`src/rtl/resp_tx_formatter.sv`:
```
// Formats an ALU result as an ASCII response line ("=<hex>\r\n" or "=ERR\r\n")
// and feeds it byte by byte to a UART transmitter using a start/busy handshake.
module resp_tx_formatter #(
    parameter bit LZ_SUPPRESS = 1'b1,
    parameter int RES_W       = 16
) (
    input  logic             clk,
    input  logic             rst,
    input  logic             start,
    input  logic [RES_W-1:0] result,
    input  logic             err,
    input  logic             tx_busy,
    output logic [7:0]       tx_data,
    output logic             tx_start,
    output logic             busy,
    output logic             done
);

    typedef enum logic [2:0] {
        S_IDLE,
        S_SEND,
        S_HOLD,
        S_WAIT,
        S_DONE
    } state_t;

    localparam logic [7:0] CH_EQ = 8'h3D;
    localparam logic [7:0] CH_E  = 8'h45;
    localparam logic [7:0] CH_R  = 8'h52;
    localparam logic [7:0] CH_CR = 8'h0D;
    localparam logic [7:0] CH_LF = 8'h0A;

    state_t           state_q, state_d;
    logic [2:0]       idx_q, idx_d;
    logic [RES_W-1:0] res_q, res_d;
    logic             err_q, err_d;
    logic [7:0]       tx_data_d;
    logic             tx_start_d, busy_d, done_d;

    logic [1:0] first_nib;
    logic [1:0] nib_pos;
    logic [3:0] nib;
    logic [2:0] last_idx;
    logic [7:0] cur_char;

    function automatic logic [7:0] hex_char(input logic [3:0] n);
        return (n < 4'd10) ? (8'h30 + {4'h0, n}) : (8'h37 + {4'h0, n});
    endfunction

    // Most significant nibble that gets printed; nibble 0 is always printed.
    always_comb begin
        first_nib = 2'd3;
        if (LZ_SUPPRESS) begin
            first_nib = 2'd0;
            for (int i = 1; i < 4; i++) begin
                if (res_q[4*i +: 4] != 4'h0) first_nib = 2'(i);
            end
        end
    end

    assign last_idx = err_q ? 3'd5 : ({1'b0, first_nib} + 3'd3);

    // Character at position idx_q of the response line.
    always_comb begin
        nib_pos  = 2'(({1'b0, first_nib} + 3'd1) - idx_q);
        nib      = res_q[{nib_pos, 2'b00} +: 4];
        cur_char = CH_LF;
        if (idx_q == 3'd0) begin
            cur_char = CH_EQ;
        end else if (err_q) begin
            case (idx_q)
                3'd1:       cur_char = CH_E;
                3'd2, 3'd3: cur_char = CH_R;
                3'd4:       cur_char = CH_CR;
                default:    cur_char = CH_LF;
            endcase
        end else if (idx_q <= ({1'b0, first_nib} + 3'd1)) begin
            cur_char = hex_char(nib);
        end else if (idx_q == ({1'b0, first_nib} + 3'd2)) begin
            cur_char = CH_CR;
        end
    end

    // NOTE: every signal gets its hold value first so no path leaves it unassigned (no latch).
    always_comb begin
        state_d    = state_q;
        idx_d      = idx_q;
        res_d      = res_q;
        err_d      = err_q;
        tx_data_d  = tx_data;
        tx_start_d = 1'b0;
        busy_d     = busy;
        done_d     = 1'b0;
        case (state_q)
            S_IDLE: begin
                // done is still high in the cycle after S_DONE; a start there is dropped.
                if (start && !done) begin
                    res_d   = result;
                    err_d   = err;
                    idx_d   = 3'd0;
                    busy_d  = 1'b1;
                    state_d = S_SEND;
                end
            end
            S_SEND: begin
                if (!tx_busy) begin
                    tx_data_d  = cur_char;
                    tx_start_d = 1'b1;
                    state_d    = S_HOLD;
                end
            end
            S_HOLD: state_d = S_WAIT;
            S_WAIT: begin
                if (!tx_busy) begin
                    if (idx_q == last_idx) begin
                        state_d = S_DONE;
                    end else begin
                        idx_d   = idx_q + 3'd1;
                        state_d = S_SEND;
                    end
                end
            end
            S_DONE: begin
                done_d  = 1'b1;
                busy_d  = 1'b0;
                state_d = S_IDLE;
            end
            default: state_d = S_IDLE;
        endcase
    end

    // NOTE: sequential state uses non-blocking assignments so all registers update together.
    always_ff @(posedge clk or negedge rst) begin
        if (!rst) begin
            state_q  <= S_IDLE;
            idx_q    <= '0;
            res_q    <= '0;
            err_q    <= 1'b0;
            tx_data  <= 8'h00;
            tx_start <= 1'b0;
            busy     <= 1'b0;
            done     <= 1'b0;
        end else begin
            state_q  <= state_d;
            idx_q    <= idx_d;
            res_q    <= res_d;
            err_q    <= err_d;
            tx_data  <= tx_data_d;
            tx_start <= tx_start_d;
            busy     <= busy_d;
            done     <= done_d;
        end
    end

endmodule

```
`config.mk`:
```
export PLATFORM = sky130hd
export DESIGN_NAME = resp_tx_formatter
export DESIGN_NICKNAME = d
export VERILOG_FILES = /design/src/rtl/resp_tx_formatter.sv
export SDC_FILE = /design/constraint.sdc
export NUM_CORES = 1
export LEC_CHECK = 0
export CAP_MARGIN = 5
export CORE_UTILIZATION = 53
export CTS_BUF_LIST = sky130_fd_sc_hd__clkbuf_4 sky130_fd_sc_hd__clkbuf_8 sky130_fd_sc_hd__clkbuf_16
export CTS_CLUSTER_DIAMETER = 200
export CTS_CLUSTER_SIZE = 14
export DETAILED_ROUTE_END_ITERATION = 10
export PLACE_DENSITY = 0.8
export SLEW_MARGIN = 10
export SYNTH_ARGS = -nofsm -noshare
export SYNTH_HDL_FRONTEND = slang
export SYNTH_SLANG_ARGS = --single-unit
export TNS_END_PERCENT = 5
```
`constraint.sdc`:
```
create_clock -name clk -period 4 [get_ports clk]
set_input_delay 0.8 -clock clk [delete_from_list [all_inputs] [get_ports clk]]
set_output_delay 0.8 -clock clk [all_outputs]
set_load 0.1 [all_outputs]
```
==> results of run 1 <==
-- worst reg2reg max path: stages (launching register included) --
cell and delay [ns]:
dfrtp_1 0.42, or4_4 0.56, or2_2 0.32, ha_1 0.35, inv_1 0.06, ha_1 0.40
xor2_4 0.26, mux4_1 0.60, inv_1 0.11, ha_1 0.18, nand2_1 0.06, and3_1 0.18
o32a_1 0.27
-- stage by stage --
step,cells,TNS (ns)
floorplan,182,0
global placement,253,0
detailed placement,253,0
CTS,261,0
global route,262,-0.0120
finish,262,0
-- layout by cell type, fill, tap and decap left out, drive strengths merged, types with 2 or more instances in the layout --
cell	instances
dfrtp	33
clkdlybuf4s50	30
mux2	16
inv	15
nor2	14
o21ai	14
ha	10
nand2	9
a21oi	8
clkbuf	7
nor2b	6
buf	4
mux4	4
nor3	3
nor4	3
or2	2
nand2b	2
o22ai	2
a32oi	2
xnor2	2
o211ai	2
a22oi	2
and2	2
a31o	2
or4	2
xor2	2
a211oi	2
-- cell type report --
cell class	instances	area share [%]
timing repair buffer	34	14.0
inverter	15	2.38
multi-input combinational	126	42.6
sequential	33	34.9
tap	46	2.43
clock buffer	7	2.48
clock inverter	1	1.27
-- layer usage --
metal | vias up | share of wire, % | wire length [um] | GRT usage (%)
li1 | 715 | - | - | -
met1 | 723 | 40 | 1650 | 26.6
met2 | 46 | 54 | 2230 | 42.9
met3 | 11 | 4.3 | 178 | 5.15
met4 | 0 | 2.4 | 99 | 9.59
met5 | - | 0 | 0 | 0
-- registers in the layout (all words and copies together) (netlist names) --
signal    count
done          1
tx_data       7
res_q        16
err_q         1
state_q       3
tx_start      1
busy          1
idx_q         3
-- synthesized netlist by cell type, types with 2 or more instances --
cell	instances	area share [%]
dfrtp_1	33	43
mux2_2	16	9.4
nor2_1	14	2.7
inv_1	13	2.5
ha_1	10	6.5
nand2_1	9	1.8
o21ai_0	9	2.3
a21oi_1	8	2.1
nor2b_1	6	2.0
clkbuf_1	4	0.78
buf_2	3	0.78
mux4_2	3	3.5
nor3_1	3	0.78
nor4_1	3	0.98
o21ai_1	3	0.78
a22oi_1	2	0.78
a31o_1	2	0.91
a32oi_1	2	0.91
and2_1	2	0.65
inv_2	2	0.39
nand2b_1	2	0.65
o211ai_1	2	0.78
o22ai_1	2	0.65
or2_2	2	0.65
xnor2_1	2	0.91
-- worst paths after layout --
| check | startpoint | end | slack (ns) |
|---|---|---|---|
| worst max-delay path | res_q[8]$_DFFE_PN0P_ | tx_data[2]$_DFFE_PN0P_ | 0.12 |
| worst min-delay path | tx_data[0]$_DFFE_PN0P_ | tx_data[0]$_DFFE_PN0P_ | 0.52 |
| worst max register to register | res_q[8]$_DFFE_PN0P_ | tx_data[2]$_DFFE_PN0P_ | 0.12 |
| worst min register to register | tx_data[0]$_DFFE_PN0P_ | tx_data[0]$_DFFE_PN0P_ | 0.52 |
| max in group asynchronous | rst | busy$_DFFE_PN0P_ | 2.85 |
| min in group asynchronous | rst | idx_q[0]$_DFFE_PN0P_ | 0.84 |
-- logic make-up after synthesis --
| family | Yosys count | share of synthesized area (%) |
|---|---|---|
| AO/OA/AOI/OAI | 42 | 15.3 |
| XOR/XNOR | 4 | 2.22 |
| adder cells (fa/ha/maj) | 10 | 6.53 |
| buffers and inverters | 23 | 4.90 |
| flip-flops | 33 | 43.1 |
| multiplexers | 20 | 14.3 |
| other | 1 | 0.196 |
| AND/OR/NAND/NOR | 49 | 13.4 |
-- timing repair --
item,in CTS,in global routing
endpoints found under the setup margin,0,1
setup buffers,0,1
gates resized for setup,0,1
-- power by group through the flow --
stage / sequential, mW / clock (mW) / combinational [mW]
floorplan: 0.800 / 0 / 0.862
global placement: 0.623 / 0 / 1.27
detailed placement: 0.640 / 0 / 1.33
CTS: 0.633 / 0.275 / 1.34
global route: 0.657 / 0.293 / 1.49
finish: 0.636 / 0.270 / 1.38
==> flow_metrics.py, run 1 <==
metrics = {
    "outcome": {
        "outcome": "complete, no violations",
    },
    "setup_path": {
        "startpoint_type": "flop",
        "worstSetupPathType": "flop to flop",
        "crit_top_cell": "ha_1",
        "critPathTopFamily": "simple AND/OR/NAND/NOR gates",
        "endpoint_kind": "flop",
        "crit_path_top_delay_cell": "mux4_1",
        "path_buf_inv": 2,
        "crit_cells": 12,
        "critical_path.max_fanout": 4,
        "crit_required_ns": 4.24,
        "cpPeakStageDelay_ns": 0.60,
        "crit_chain": "or4_4, or2_2, ha_1, inv_1, ha_1, xor2_4, mux4_1, inv_1, ha_1, nand2_1, and3_1, o32a_1",
        "rr_worst_depth": 12,
        "arrival_ns": 4.12,
    },
    "routing": {
        "wl_mm": 4.16,
        "drt-wirelength-per-cell_um": 15.9,
        "dr.pass1.iters": 4,
        "via_count": 1495,
        "drtAntennaViolNets": 0,
        "drc_errors": 0,
        "routed_via_density": 5.71,
        "drt-initial-drc-count": 76,
    },
    "synthesis": {
        "syn_nets": 213,
        "synth.distinct_cells": 50,
        "synth_seq_cells": 33,
        "synth_edf_count": 0,
        "yosys_warnings": 0,
        "async_reset_ff_share_pct": 100,
        "syn_avg_cell_area_um2": 10.5,
        "synthFlopType": "dfrtp_1",
        "mappedNetlistArea_um2": 1920,
        "syn_inst": 182,
        "seq_area_frac_synth_pct": 43.1,
    },
    "cts": {
        "htree_levels": 2,
        "cts_tree": "done",
        "clock-root-buffer": "clkbuf_4",
        "hold_buffers": 0,
        "path_clk_slew_ns": 0.10,
        "clk_latency_ns": 0.35,
        "cts_sinks": 33,
        "cts_buffers": 5,
        "cts_max_path_buffers": 2,
    },
    "power_and_ir_drop": {
        "p_int_mw": 1.21,
        "seqPwrFrac_pct": 27.8,
        "ir_drop_mv": 0.447,
        "p_clk_share_pct": 11.8,
        "power_mw": 2.29,
        "power_density_nw_per_um2": 967,
        "power.switching_mw": 1.08,
        "combPwrFrac_pct": 60.5,
        "p_leak_nw": 1.01,
        "swShare_pct": 47.1,
    },
    "run": {
        "cap_violations": 0,
    },
    "placed_design": {
        "placed_area_um2": 2260,
        "place_congestion": 0.830,
        "dp_slack_ns": 0.0897,
        "dp_hpwl_mm": 3.15,
        "portBuffers": 30,
    },
    "final_layout": {
        "regArea_um2": 826,
        "areaGrowthSynthToFinish_pct": 23.5,
        "fill_cells": 248,
        "nets": 246,
        "fin_area_um2": 2370,
        "final_core_util_pct": 69.8,
        "multi_input_area_um2": 1010,
        "antenna_cells": 0,
        "drive_gt1_share_pct": 19.4,
    },
    "timing": {
        "fmax_mhz": 258,
        "slew_viol_final": 0,
        "max_slew.worst_pin.slew_ns": 0.985,
        "whs_ns": 0.515,
        "finalSetupViolations": 0,
        "finalWorstSetupSlack_ns": 0.120,
        "maxSlewHeadroom_pct": 34.1,
        "fin_skew_ns": 0.0124,
        "layout_min_cycle_time_ns": 3.88,
        "hold_viol": 0,
        "fin_crit_sh_pct": 97.0,
    },
    "hold_path": {
        "min_path_type": "flop to flop",
        "whs_path_depth": 1,
    },
    "die": {
        "start_util_pct": 56.6,
        "die_h_um": 62.1,
        "chipWidth_um": 62.1,
        "ios": 32,
        "core_area_um2": 3390,
        "die_area_um2": 3860,
        "fp-row-count": 21,
    },
    "global_routing": {
        "grt_max_degree": 34,
        "gr-total-overflow": 0,
        "grt_pass1_wl_mm": 6.97,
        "grt.total_usage_pct": 23.6,
        "grt_pass1_vias": 1517,
        "antenna_found_initial": 0,
    },
}
No activity file was read; power rests on OpenSTA's default activity.
==> inputs of run 2 (changes only) <==
--- a/config.mk
+++ b/config.mk
@@ -12,6 +12,7 @@
 export CTS_CLUSTER_SIZE = 14
 export DETAILED_ROUTE_END_ITERATION = 10
 export PLACE_DENSITY = 0.8
+export SETUP_SLACK_MARGIN = 0.4
 export SLEW_MARGIN = 10
 export SYNTH_ARGS = -nofsm -noshare
 export SYNTH_HDL_FRONTEND = slang
==> run 2 against run 1 <==
Effect of this change:
- register-to-register slack improved by 0.35 ns
- design area is 2.8% higher
- critical endpoint unchanged
- clock-buffer cell count did not move
- highest routed layer unchanged
- largest cell class unchanged
- global-route usage is essentially flat
==> flow_metrics.py, run 2 (synthesis gave the netlist of run 1 again) <==
metrics = {
    "outcome": {
        "outcome": "complete, no violations",
    },
    "final_layout": {
        "largest_registers": "res_q x16, tx_data x7",
        "final_cell_mix": "dfrtp_1 (33), clkdlybuf4s50_1 (30), mux2_2 (16)",
        "areaGrowthSynthToFinish_pct": 27.0,
        "drive_gt1_share_pct": 24.8,
        "layout_commonest_cell": "dfrtp_1",
        "fill_cells": 246,
        "largest_reg_flops": 16,
        "fin_area_um2": 2430,
        "largest_register": "res_q",
        "antenna_cells": 0,
        "nets": 252,
    },
    "setup_path": {
        "rr_startpoint": "res_q[8]$_DFFE_PN0P_",
        "crit_required_ns": 4.23,
        "startpoint_type": "flop",
        "endpoint_kind": "flop",
        "critical_path.max_fanout": 4,
        "arrival_ns": 3.76,
        "worstSetupPathType": "flop to flop",
        "worstSetupStartpoint": "res_q[8]$_DFFE_PN0P_",
    },
    "cts": {
        "cts_tree": "done",
        "cts_max_path_buffers": 2,
        "htree_levels": 2,
        "clk_latency_ns": 0.34,
        "hold_buffers": 0,
        "cts_buffers": 5,
        "clock-root-buffer": "clkbuf_4",
        "path_clk_slew_ns": 0.10,
        "cts_sinks": 33,
    },
    "timing": {
        "fin_crit_sh_pct": 88.3,
        "hold_viol": 0,
        "grt_setup_unrepaired": "true",
        "layout_min_cycle_time_ns": 3.53,
        "finalWorstSetupSlack_ns": 0.470,
        "finalSetupViolations": 0,
        "fmax_mhz": 283,
        "max_slew.worst_pin.slew_ns": 0.979,
        "slew_viol_final": 0,
        "fin_setup_tns_ns": 0,
        "maxSlewHeadroom_pct": 34.5,
        "fin_skew_ns": 0.0135,
    },
    "placed_design": {
        "dp_slack_ns": 0.240,
        "portBuffers": 30,
        "dp_hpwl_mm": 3.06,
        "place_congestion": 0.870,
        "placed_area_um2": 2270,
    },
    "die": {
        "die_area_um2": 3860,
        "core_area_um2": 3390,
        "ios": 32,
        "chipWidth_um": 62.1,
        "die_h_um": 62.1,
        "start_util_pct": 56.6,
        "fp-row-count": 21,
    },
    "hold_path": {
        "min-delay-start": "tx_data[4]$_DFFE_PN0P_",
        "min_path_type": "flop to flop",
    },
    "routing": {
        "drtAntennaViolNets": 0,
        "drt-initial-drc-count": 92,
        "via_count": 1524,
        "routed_via_density": 5.69,
        "drt-wirelength-per-cell_um": 15.4,
        "wl_mm": 4.14,
        "dr.pass1.iters": 4,
        "drc_errors": 0,
    },
    "global_routing": {
        "antenna_found_initial": 0,
        "grt_max_degree": 34,
        "grt.total_usage_pct": 23.6,
        "grt_pass1_vias": 1518,
        "gr-total-overflow": 0,
        "grt_pass1_wl_mm": 6.93,
    },
    "run": {
        "cap_violations": 0,
    },
}
[run 2: cell types whose count changed in the layout (fill, tap and decap cells not counted), moves of 2 or more]
cell,before,now
buf_4,4,10
ha_1,10,7
ha_4,0,3
inv_1,13,11
inv_2,2,4
[run 2: per-layer routing]
layer | part of all wire, % | vias to the layer above | global-route usage (%)
li1 | - | 728 | -
met1 | 42 | 752 | 26.5
met2 | 52 | 35 | 41.6
met3 | 3.4 | 9 | 5.15
met4 | 2.4 | 0 | 12.5
met5 | 0 | - | 0
[run 2: worst paths after layout]
kind | endpoint | slack, ns | depth (start not counted)
min in group asynchronous | idx_q[1]$_DFFE_PN0P_ | 0.85 | 2
hold reg to reg | tx_data[4]$_DFFE_PN0P_ | 0.51 | 2
hold / removal | tx_data[4]$_DFFE_PN0P_ | 0.51 | 2
setup / recovery | tx_data[2]$_DFFE_PN0P_ | 0.47 | 12
setup reg to reg | tx_data[2]$_DFFE_PN0P_ | 0.47 | 12
max in group asynchronous | res_q[10]$_DFFE_PN0P_ | 2.85 | 2
[run 2: cell type report]
cell class	count	area [um^2]	share of cell area, %
Clock buffer	7	65.1	2.67
Clock inverter	1	5.00	0.206
Inverter	15	56.3	2.31
Multi-Input combinational cell	126	1050	43.1
Sequential cell	33	826	33.9
Tap cell	46	57.6	2.37
Timing Repair Buffer	40	375	15.4
[run 2: worst max-delay path, stage by stage (launching register included)]
cell,delay [ns]
dfrtp_1,0.41
or4_4,0.56
or2_4,0.30
ha_4,0.29
inv_2,0.05
ha_4,0.29
xor2_4,0.22
mux4_2,0.57
inv_2,0.10
ha_4,0.13
nand2_1,0.05
and3_1,0.17
o32a_1,0.28
[run 2: timing repair]
| item | 4_1_cts | 5_1_grt |
|---|---|---|
| buffers inserted | 2 | 5 |
| endpoints found under the setup margin | 5 | 5 |
| gates resized for setup | 3 | 5 |
| pin swaps | 1 | 5 |
[run 2: metrics by stage]
step                      util, %  instances  hold slack (ns)
after detailed placement     67.0        253            0.491
after CTS                    70.2        263            0.515
after global placement       67.0        253            0.484
final                        71.8        268            0.512
after floorplan                 -        182            0.475
after global routing         71.8        268            0.539
Power of run 2 is left out: the tool's default activity adds up to more than one toggle a clock period on the data nets, which glitch-free logic cannot reach.
